<file path="src/rtl/ac_cfg_sequencer_if.sv">
// ac_cfg_sequencer_if: Avalon-MM master link from the codec sequencer to the i2cMaster slave port and its irq
interface ac_cfg_sequencer_if;
  logic [1:0] avmAdr;
  logic       avmWr;
  logic [7:0] avmWrData;
  logic       avmRd;
  logic [7:0] avmRdData;
  logic       irq;
  modport master(output avmAdr, avmWr, avmWrData, avmRd, input avmRdData, irq);
  modport slave(input avmAdr, avmWr, avmWrData, avmRd, output avmRdData, irq);
endinterface

</file>
<file path="src/rtl/ac_cfg_sequencer.sv">
// ac_cfg_sequencer: boot-time SSM2603/WM8731 register loader over i2c; define AC_CFG_RETRY_EN to retry a faulted register up to MAX_RETRY times
module ac_cfg_sequencer #(
  parameter int         POWERUP_CYCLES = 1_000_000,
  parameter logic [6:0] DEV_ADDR       = 7'h1A,
  parameter int         TIMEOUT_CYCLES = 100_000,
  parameter int         MAX_RETRY      = 3
)(
  input  logic                clk,
  input  logic                reset,
  input  logic                start,
  ac_cfg_sequencer_if.master  bus,
  output logic                cfgBusy,
  output logic                cfgDone,
  output logic                cfgErr,
  output logic [3:0]          cfgIdx,
  output logic                muteN
);
  localparam int PW = $clog2(POWERUP_CYCLES);
  localparam int TW = $clog2(TIMEOUT_CYCLES);
  localparam logic [PW-1:0] PWR_LAST = PW'(POWERUP_CYCLES - 1);
  localparam logic [TW-1:0] TMO_LAST = TW'(TIMEOUT_CYCLES - 1);
  localparam logic [3:0] IDLE = 4'd0, PWR_WAIT = 4'd1, TX = 4'd2, CMD = 4'd3, WAIT_IRQ = 4'd4,
                         RD_ST = 4'd5, CHECK = 4'd6, DONE = 4'd7, ERROR = 4'd8;
  logic [3:0]    state;
  logic [PW-1:0] pwrCnt;
  logic [TW-1:0] tmoCnt;
  logic [1:0]    byteSel;
  logic [15:0]   entry;
  logic [7:0]    txByte;
  logic          nack, fault, regDone, restart, retryOk, unusedBits;
  assign nack       = bus.avmRdData[1];
  assign unusedBits = ^{bus.avmRdData[7:2], bus.avmRdData[0]};
  assign regDone    = state == CHECK && !nack && byteSel == 2'd2;
  assign restart    = (state == DONE || state == ERROR) && start;
  // the wait counter already counts the CMD cycle, so the last allowed wait ends TIMEOUT_CYCLES after the command strobe
  assign fault      = (state == WAIT_IRQ && !bus.irq && tmoCnt == TMO_LAST) || (state == CHECK && nack);
`ifdef AC_CFG_RETRY_EN
  localparam int RW = $clog2(MAX_RETRY + 1);
  logic [RW-1:0] retryCnt;
  assign retryOk = retryCnt != RW'(MAX_RETRY);
  // retry budget per register, refilled whenever a register completes or the table restarts
  always_ff @(posedge clk)
    if (reset || restart || regDone) retryCnt <= '0;
    else if (fault && retryOk) retryCnt <= retryCnt + 1'b1;
`else
  assign retryOk = 1'b0;
`endif
  // codec register table: {reg[6:0], data[8:0]}
  always_comb begin
    case (cfgIdx)
      4'd0:    entry = {7'd15, 9'h000};
      4'd1:    entry = {7'd6,  9'h010};
      4'd2:    entry = {7'd0,  9'h017};
      4'd3:    entry = {7'd1,  9'h017};
      4'd4:    entry = {7'd2,  9'h079};
      4'd5:    entry = {7'd3,  9'h079};
      4'd6:    entry = {7'd4,  9'h012};
      4'd7:    entry = {7'd5,  9'h000};
      4'd8:    entry = {7'd7,  9'h009};
      4'd9:    entry = {7'd8,  9'h000};
      4'd10:   entry = {7'd9,  9'h001};
      4'd11:   entry = {7'd6,  9'h000};
      default: entry = '0;
    endcase
  end
  assign txByte        = byteSel == 2'd0 ? {DEV_ADDR, 1'b0} : byteSel == 2'd1 ? entry[15:8] : entry[7:0];
  assign bus.avmWr     = state == TX || state == CMD;
  assign bus.avmRd     = state == RD_ST;
  assign bus.avmAdr    = state == CMD ? 2'd1 : state == RD_ST ? 2'd2 : 2'd0;
  assign bus.avmWrData = state == TX ? txByte : state == CMD ? {5'd0, 1'b1, byteSel == 2'd2, byteSel == 2'd0} : 8'd0;
  assign cfgBusy       = state inside {PWR_WAIT, TX, CMD, WAIT_IRQ, RD_ST, CHECK};
  assign cfgDone       = state == DONE;
  assign cfgErr        = state == ERROR;
  assign muteN         = state == DONE;
  // sequencer: power-up wait, then TX/CMD/WAIT_IRQ/RD_ST/CHECK per byte, three bytes per register
  always_ff @(posedge clk) begin
    if (reset) begin
      state   <= IDLE;
      pwrCnt  <= '0;
      tmoCnt  <= '0;
      byteSel <= '0;
      cfgIdx  <= '0;
    end else begin
      case (state)
        IDLE: begin
          state  <= PWR_WAIT;
          pwrCnt <= '0;
        end
        PWR_WAIT: begin
          state   <= pwrCnt == PWR_LAST ? TX : PWR_WAIT;
          pwrCnt  <= pwrCnt == PWR_LAST ? pwrCnt : pwrCnt + 1'b1;
          byteSel <= '0;
        end
        TX: state <= CMD;
        CMD: begin
          state  <= WAIT_IRQ;
          tmoCnt <= TW'(1);
        end
        WAIT_IRQ: begin
          state  <= bus.irq ? RD_ST : WAIT_IRQ;
          tmoCnt <= tmoCnt == TMO_LAST ? tmoCnt : tmoCnt + 1'b1;
        end
        RD_ST: state <= CHECK;
        CHECK: begin
          if (!nack && byteSel != 2'd2) begin
            byteSel <= byteSel + 1'b1;
            state   <= TX;
          end else if (regDone) begin
            byteSel <= '0;
            cfgIdx  <= cfgIdx == 4'd11 ? cfgIdx : cfgIdx + 1'b1;
            state   <= cfgIdx == 4'd11 ? DONE : TX;
          end
        end
        DONE, ERROR: if (start) begin
          state   <= TX;
          cfgIdx  <= '0;
          byteSel <= '0;
        end
        default: state <= IDLE;
      endcase
      if (fault) begin
        state   <= retryOk ? TX : ERROR;
        byteSel <= retryOk ? 2'd0 : byteSel;
      end
    end
  end
endmodule

</file>
<file path="src/flat_wrapper.sv">
// flat-port wrapper written by rule: the top's interface ports become plain ports
module ac_cfg_sequencer_flat 
#(
  parameter int         POWERUP_CYCLES = 1_000_000,
  parameter logic [6:0] DEV_ADDR       = 7'h1A,
  parameter int         TIMEOUT_CYCLES = 100_000,
  parameter int         MAX_RETRY      = 3
)
  (clk, reset, start, cfgBusy, cfgDone, cfgErr, cfgIdx, muteN, bus_avmAdr, bus_avmWr, bus_avmWrData, bus_avmRd, bus_avmRdData, bus_irq);
  ac_cfg_sequencer_if bus_i ();
  input  logic clk;
  input  logic reset;
  input  logic start;
  output logic cfgBusy;
  output logic cfgDone;
  output logic cfgErr;
  output logic [3:0] cfgIdx;
  output logic muteN;
  output wire logic [$bits(bus_i.avmAdr)-1:0] bus_avmAdr;
  output wire logic [$bits(bus_i.avmWr)-1:0] bus_avmWr;
  output wire logic [$bits(bus_i.avmWrData)-1:0] bus_avmWrData;
  output wire logic [$bits(bus_i.avmRd)-1:0] bus_avmRd;
  input wire logic [$bits(bus_i.avmRdData)-1:0] bus_avmRdData;
  input wire logic [$bits(bus_i.irq)-1:0] bus_irq;
  assign bus_avmAdr = bus_i.avmAdr;
  assign bus_avmWr = bus_i.avmWr;
  assign bus_avmWrData = bus_i.avmWrData;
  assign bus_avmRd = bus_i.avmRd;
  assign bus_i.avmRdData = bus_avmRdData;
  assign bus_i.irq = bus_irq;
  ac_cfg_sequencer #(.POWERUP_CYCLES(POWERUP_CYCLES), .DEV_ADDR(DEV_ADDR), .TIMEOUT_CYCLES(TIMEOUT_CYCLES), .MAX_RETRY(MAX_RETRY)) u_core (.clk(clk), .reset(reset), .start(start), .bus(bus_i), .cfgBusy(cfgBusy), .cfgDone(cfgDone), .cfgErr(cfgErr), .cfgIdx(cfgIdx), .muteN(muteN));
endmodule
</file>
<file path="config.mk">
export PLATFORM = sky130hd
export DESIGN_NAME = ac_cfg_sequencer_flat
export DESIGN_NICKNAME = d
export VERILOG_FILES = /design/src/rtl/ac_cfg_sequencer_if.sv /design/src/rtl/ac_cfg_sequencer.sv /design/src/flat_wrapper.sv
export SDC_FILE = /design/constraint.sdc
export NUM_CORES = 1
export LEC_CHECK = 0
export ABC_AREA = 1
export BUFFER_PORTS_ARGS = -buffer_cell sky130_fd_sc_hd__buf_2
export CORE_MARGIN = 3
export CORE_UTILIZATION = 55
export DETAILED_ROUTE_END_ITERATION = 16
export PLACE_DENSITY = 0.75
export SLEW_MARGIN = 5
export SYNTH_ARGS = -nofsm -noshare
export SYNTH_HDL_FRONTEND = slang
export SYNTH_SLANG_ARGS = --single-unit
</file>
<file path="constraint.sdc">
create_clock -name clk -period 2.7 [get_ports clk]
set_clock_uncertainty 0.15 [all_clocks]
set_input_delay 0.135 -clock clk [delete_from_list [all_inputs] [get_ports clk]]
set_output_delay 0.135 -clock clk [all_outputs]
set_load 0.01 [all_outputs]
</file>
==> summary.txt, run 1 <==
setup bufs post-CTS - 0
synthesized area - 3560 sq um
worst hold path type - in -> reg
worst slack, placed - 454 ps
Critical Path RT - 2790 ps
clock sink count - 57
GRT overflow - 0
Clock power frac - 0.506
pin count of the biggest net entering global routing - 32
VDD IR max - 0.470 mV
#FFs+latches synth - 57
most frequent cells in the layout - nand2_1 (135), inv_1 (76), nor2_1 (68), dfxtp_1 (57), nand3_1 (44)
n_diodes - 0
worst-case clock buffer depth - 2
Mapped Cells - 548
met3 Resource Use GR - 0.0504
drt drc - 0
total CTS buffers - 9
Placer Congestion - 0.954
share of layout cells above drive strength 1 - 0.138
worst-margin pin slew - 587 ps
Post-DP Area - 3710 sq um
crit end category - flop
DPL Wire Length - 6.24 mm
cts repair resizes - 0
Hold Crit Start - reset
Tmin final - 2260 ps
gr busiest metal - met2
fin cells - 656
Cell Pwr Density - 456 nW/um^2
RR Endpoint - u_core.entry[9]$_DFF_P_
hold depth - 4
status - complete, no violations
Finished Cell Area - 3950 sq um
PortBufs - 23
drt wl/cell - 12.8 microns
Die Y - 86.5 microns
Die ar. - 7470 sq um
syn_nets - 570
Sw Ratio - 0.232
Filler cells - 601
vias per inst - 5.35
Slew Limit Fails - 0
met2 usage - 0.386
Core Area - 6100 sq um
setup TNS - 0 ps
# Max-Cap Violations - 0
Reg2Reg Setup Slack - 440 ps
crit start category - flop
met1 Use GR - 0.310
crit path max fanout - 8
Pleak - 1.73 nW
TritonCTS clock tree - yes
P_sw - 0.419 mW
hold buffers post-CTS - 1
R2R depth - 13
syn avg cell area - 6.50 sq um
CP Class - reg -> reg
multi-input logic area - 2020 sq um
fmax - 0.442 GHz
Slew headroom - 0.609
Detail Route Antenna Nets - 0
initial DRC count - 193
Layout Nets - 598
clk_lat worst skew - 340 ps
sequential power share - 0.471
antenna violations before repair - 0
WP data arrival - 2350 ps
share of the yosys chip area belonging to registers - 0.321
total power - 1.80 mW
Area growth, synth to finish - 11.0%
final hold violation count - 0
IO Pins - 32
Vias - 3507
Tcrit/Tclk final - 0.839
FF-to-FF Start - u_core.state[1]$_SDFFE_PP0P_
Gate power share - 0.023
Clock transition at path regs - 70 ps
Int Pwr - 1.38 mW
overall global routing resource usage - 0.237
Final setup viols - 0
clk root buf - clkbuf_8
vias in the first global route - 3144
hold endpoint - u_core.pwrCnt[11]$_SDFFE_PP0P_
Synth warnings - 0
Die W - 86.5 microns
most common cell after layout, fill and taps aside - nand2_1
H-Tree Depth - 3
worst setup margin - 436 ps
site row count - 28
RSZ-0062 raised after global routing - false
FF/Latch Area - 1140 sq um
Placed Cells - 639
drt pass-1 iters - 5
Initial Util - 0.584
first-pass GRT wire length - 14.3 mm
Yosys cell types - 41
final WL - 8.40 mm
==> through the flow <==
| stage | utilization | hold slack (ps) |
|---|---|---|
| 3_3_place_gp | 0.609 | 312 |
| 5_1_grt | 0.648 | 139 |
| 6_report | 0.648 | 92.3 |
| 2_1_floorplan | - | 171 |
| 4_1_cts | 0.648 | 62.8 |
| 3_5_place_dp | 0.609 | 320 |
==> cell families after synthesis <==
logic type,count (synthesis),synth area share
compound gates,64,0.100
xor+xnor,8,0.0197
fa+ha+maj,10,0.0351
buf+inv,94,0.113
flops,57,0.321
other cells,1,0.00105
simple gates,314,0.410
==> sequential cells by signal, indices dropped and copies added (netlist names) <==
| register | count |
|---|---|
| u_core.pwrCnt | 20 |
| u_core.cfgIdx | 4 |
| u_core.byteSel | 2 |
| u_core.state | 4 |
| u_core.tmoCnt | 17 |
| u_core.entry | 10 |
==> worst max path at each step <==
stage / startpoint / to / slack (ps) / cells after the start
final: u_core.state[1]$_SDFFE_PP0P_ / u_core.entry[9]$_DFF_P_ / 440 / 13
after detailed placement: u_core.state[1]$_SDFFE_PP0P_ / u_core.entry[9]$_DFF_P_ / 450 / 13
after global routing: u_core.state[1]$_SDFFE_PP0P_ / u_core.entry[9]$_DFF_P_ / 270 / 13
after global placement: u_core.state[1]$_SDFFE_PP0P_ / u_core.entry[9]$_DFF_P_ / 510 / 13
after floorplan: u_core.cfgIdx[0]$_SDFFE_PP0N_ / u_core.entry[9]$_DFF_P_ / 760 / 12
after CTS: u_core.state[1]$_SDFFE_PP0P_ / bus_avmWrData[1] / 420 / 5
==> worst max-delay path, stage by stage, from the launching register on <==
cell and delay [ps]:
dfxtp_1 630, nand2_4 80, inv_1 100, nand2_2 80
nand2_4 100, nand2_4 70, nand3_4 90, nor2_1 50
nor2_1 80, nand2_1 140, ha_1 340, nand2_1 70
nand3_1 100, nand2_1 60
==> cell usage after synthesis <==
| cell | number | area [sq um] |
|---|---|---|
| a21oi_2 | 1 | 8.76 |
| nor3_1 | 12 | 60.1 |
| o21ai_0 | 14 | 70.1 |
| o211a_1 | 1 | 10.0 |
| o21a_1 | 1 | 7.51 |
| a31oi_1 | 1 | 6.26 |
| o31ai_1 | 1 | 7.51 |
| a32oi_1 | 1 | 8.76 |
| nor2_2 | 2 | 12.5 |
| a21oi_1 | 36 | 180 |
| nand3b_1 | 2 | 15.0 |
| nor3b_1 | 1 | 7.51 |
| buf_6 | 4 | 45.0 |
| nand3_1 | 44 | 220 |
| xor2_1 | 7 | 61.3 |
| nand3_4 | 1 | 17.5 |
| nand2_4 | 4 | 45.0 |
| nand3_2 | 3 | 30.0 |
| o21ai_2 | 1 | 8.76 |
| a211oi_1 | 2 | 15.0 |
| nor3_4 | 1 | 16.3 |
| conb_1 | 1 | 3.75 |
| clkbuf_1 | 3 | 11.3 |
| buf_4 | 5 | 37.5 |
| nor3_2 | 2 | 20.0 |
| dfxtp_1 | 57 | 1140 |
| or2_2 | 3 | 18.8 |
| ha_1 | 10 | 125 |
| inv_2 | 5 | 18.8 |
| o21bai_1 | 1 | 7.51 |
| nand4_1 | 24 | 150 |
| buf_2 | 1 | 5.00 |
| inv_1 | 76 | 285 |
| nor2_4 | 2 | 22.5 |
| o22ai_1 | 2 | 12.5 |
| o32ai_1 | 1 | 8.76 |
| o21ai_1 | 1 | 5.00 |
| xnor2_1 | 1 | 8.76 |
| nand2_2 | 10 | 62.6 |
| nor2_1 | 68 | 255 |
| nand2_1 | 135 | 507 |
==> power groups by stage <==
stage               logic, mW  registers (mW)  clock network, mW
finish                 0.0410           0.848              0.912
global route           0.0456           0.848              0.972
CTS                    0.0406           0.848              0.924
detailed placement     0.0394           0.867                  0
global placement       0.0387           0.867                  0
floorplan              0.0308           0.864                  0
==> layer usage <==
metal / share of wire / routed length, microns / vias up
met3: 0.053 / 442 / 10
met1: 0.47 / 3980 / 1579
li1: - / - / 1819
met2: 0.46 / 3870 / 99
met4: 0.012 / 102 / 0
met5: 0 / 0 / -
==> cell type report <==
cell class,count,area share
multi-input cells,397,0.510
flip-flops and latches,57,0.289
inverters,81,0.0770
repair buffers,30,0.0431
clock buffers,9,0.0314
clock inverters,7,0.0257
well taps,75,0.0238
Power figures use the tool's default switching activity.
==> inputs of run 2 (changes only) <==
==> constraint.sdc (replaced) <==
create_clock -name clk -period 2.1 [get_ports clk]
set_clock_uncertainty 0.15 [all_clocks]
set_input_delay 0.105 -clock clk [delete_from_list [all_inputs] [get_ports clk]]
set_output_delay 0.105 -clock clk [all_outputs]
set_load 0.01 [all_outputs]
==> run 2 against run 1 <==
Count of clock-buffer cells in the layout is the same. Die area unchanged. Hold slack got worse by 67 ps. Largest power group is now registers. Critical path depth fell by 7. Setup slack lost 360 ps. Critical endpoint is now bus_avmWrData[1]. Sequential power rose by 29%. Utilization rose by 3.1 points. Clock power is 16% higher. Highest routed layer unchanged. Sequential cell count is the same.
==> summary.txt, run 2 (synthesis results as in run 1) <==
status - complete, no violations (unchanged)
DPL Wire Length - 6.46 mm (was 6.24 mm)
clk root buf - clkbuf_8 (unchanged)
most frequent cells in the layout - nand2_1 (132), inv_1 (72), nor2_1 (64), dfxtp_1 (52), nand3_1 (43) (was nand2_1 (135), inv_1 (76), nor2_1 (68), dfxtp_1 (57), nand3_1 (44))
Area growth, synth to finish - 16.3% (was 11.0%)
vias in the first global route - 3322 (was 3144)
Slew Limit Fails - 0 (unchanged)
worst slack, placed - -55.7 ps (was 454 ps)
worst hold slack - 25.5 ps (was 92.3 ps)
Finished Cell Area - 4140 sq um (was 3950 sq um)
antenna violations before repair - 0 (unchanged)
total CTS buffers - 9 (unchanged)
worst setup margin - 78.8 ps (was 436 ps)
first-pass GRT wire length - 14.8 mm (was 14.3 mm)
fmax - 0.495 GHz
H-Tree Depth - 3 (unchanged)
Final setup viols - 0 (unchanged)
Pleak - 1.83 nW (was 1.73 nW)
Reg2Reg Setup Slack - 110 ps (was 440 ps)
Post-DP Area - 3840 sq um (was 3710 sq um)
RSZ-0062 raised after global routing - true (was false)
final hold violation count - 0 (unchanged)
final WL - 8.78 mm (was 8.40 mm)
hold depth - 5 (was 4)
Detail Route Antenna Nets - 0 (unchanged)
Gate power share - 0.027 (was 0.023)
CP Launch Point - u_core.byteSel[1]$_SDFFE_PP0P_ (was u_core.state[1]$_SDFFE_PP0P_)
FF-to-FF Start - u_core.state[2]$_SDFFE_PP0P_ (was u_core.state[1]$_SDFFE_PP0P_)
n_diodes - 0 (unchanged)
Clock transition at path regs - 70 ps (about the same)
crit start category - flop (unchanged)
crit end category - output pin (was flop)
clk_lat worst skew - 350 ps (was 340 ps)
Critical Path RT - 1850 ps (was 2790 ps)
pin count of the biggest net entering global routing - 30 (was 32)
worst hold path type - in -> reg (unchanged)
CP Class - reg -> out (was reg -> reg)
worst-case clock buffer depth - 2 (unchanged)
clock sink count - 57 (unchanged)
hold endpoint - u_core.state[0]$_SDFFE_PP0P_ (was u_core.pwrCnt[11]$_SDFFE_PP0P_)
RR Endpoint - u_core.entry[9]$_DFF_P_ (unchanged)
Die ar. - 7470 sq um (unchanged)
drt wl/cell - 13.0 microns (was 12.8 microns)
Tmin final - 2020 ps
PortBufs - 23 (unchanged)
drt pass-1 iters - 5 (unchanged)
IO Pins - 32 (unchanged)
Cell Pwr Density - 532 nW/um^2 (was 456 nW/um^2)
GRT overflow - 0 (unchanged)
Die W - 86.5 microns (unchanged)
Die Y - 86.5 microns (unchanged)
Layout Nets - 618 (was 598)
Sw Ratio - 0.247 (was 0.232)
R2R depth - 13 (unchanged)
Largest Register - u_core.pwrCnt (unchanged)
P_sw - 0.544 mW (was 0.419 mW)
Vias - 3625 (was 3507)
VDD IR max - 0.558 mV (was 0.470 mV)
TritonCTS clock tree - yes (unchanged)
share of layout cells above drive strength 1 - 0.198 (was 0.138)
Core Area - 6100 sq um (unchanged)
Placer Congestion - 0.938 (was 0.954)
Int Pwr - 1.66 mW (was 1.38 mW)
sequential power share - 0.493 (was 0.471)
Clock power frac - 0.480 (was 0.506)
site row count - 28 (unchanged)
drt drc - 0 (unchanged)
worst-margin pin slew - 594 ps (was 587 ps)
Hold Crit Start - bus_irq (was reset)
Tcrit/Tclk final - 0.962
WP data arrival - 1770 ps (was 2350 ps)
most common cell after layout, fill and taps aside - nand2_1 (unchanged)
Slew headroom - 0.604 (was 0.609)
total power - 2.20 mW (was 1.80 mW)
overall global routing resource usage - 0.250 (was 0.237)
vias per inst - 5.36 (was 5.35)
Largest register FFs - 20 (unchanged)
crit path max fanout - 6 (was 8)
initial DRC count - 275 (was 193)
Filler cells - 542 (was 601)
Initial Util - 0.584 (unchanged)
# Max-Cap Violations - 0 (unchanged)
==> run 2: changes by cell type in the layout (fill, tap and decap cells not counted), moves of 3 or more <==
cell and delta:
dfxtp_1 -5, nor2_2 +4, nor2_1 -4, buf_4 +19, nand2_1 -3, inv_1 -4, nand2_2 +3, inv_2 +4
dfxtp_4 +3
==> run 2: how the worst max path moves through the flow <==
| stage | to | slack, ps | depth (start not counted) |
|---|---|---|---|
| 6_report | bus_avmWrData[1] | 80 | 6 |
| 5_1_grt | bus_avmWrData[1] | -30 | 6 |
| 4_1_cts | u_core.entry[9]$_DFF_P_ | -10 | 14 |
| 3_5_place_dp | u_core.entry[9]$_DFF_P_ | -60 | 13 |
| 3_3_place_gp | u_core.entry[9]$_DFF_P_ | 50 | 13 |
| 2_1_floorplan | u_core.entry[9]$_DFF_P_ | 160 | 12 |
==> run 2: area by class of cell <==
type | instances | area, sq um | share of cell area
Multi-Input combinational cell | 397 | 2060 | 0.498
Sequential cell | 57 | 1150 | 0.279
Timing Repair Buffer | 50 | 324 | 0.0783
Inverter | 81 | 304 | 0.0735
Clock buffer | 9 | 124 | 0.0299
Tap cell | 75 | 93.8 | 0.0227
Clock inverter | 7 | 77.6 | 0.0187
==> run 2: power groups by stage <==
| stage | combinational [mW] | sequential [mW] | clock, mW |
|---|---|---|---|
| 2_1_floorplan | 0.0396 | 1.11 | 0 |
| 3_3_place_gp | 0.0557 | 1.11 | 0 |
| 3_5_place_dp | 0.0565 | 1.11 | 0 |
| 4_1_cts | 0.0581 | 1.09 | 1.07 |
| 5_1_grt | 0.0665 | 1.09 | 1.12 |
| 6_report | 0.0599 | 1.09 | 1.06 |
==> run 2: per-layer routing <==
| layer | vias up | GRT usage | share of wire |
|---|---|---|---|
| li1 | 1859 | - | - |
| met1 | 1651 | 0.309 | 0.44 |
| met2 | 101 | 0.426 | 0.49 |
| met3 | 14 | 0.0675 | 0.053 |
| met4 | 0 | 0.0708 | 0.018 |
| met5 | - | 0 | 0 |
==> run 2: worst max-delay path, cell delays in order (launching register included) <==
cell and delay (ps):
dfxtp_1 380, inv_1 100, ha_1 260, inv_2 120
nor2_1 50, o32ai_1 320, buf_2 190
==> run 2: metrics by stage <==
stage | cells | util | setup TNS [ps]
5_1_grt | 676 | 0.679 | -94.0
3_3_place_gp | 656 | 0.630 | 0
3_5_place_dp | 656 | 0.630 | -90.7
4_1_cts | 674 | 0.667 | -12.3
6_report | 676 | 0.679 | 0
2_1_floorplan | 548 | - | 0
==> run 2: repair_timing <==
action / 4_1_cts / 5_1_grt
hold endpoints to repair: 2 / 0
hold buffers: 1 / 0
resized for setup: 3 / 21
endpoints found under the setup margin: 6 / 16
pin swaps: 1 / 4
buffers inserted: 1 / 2
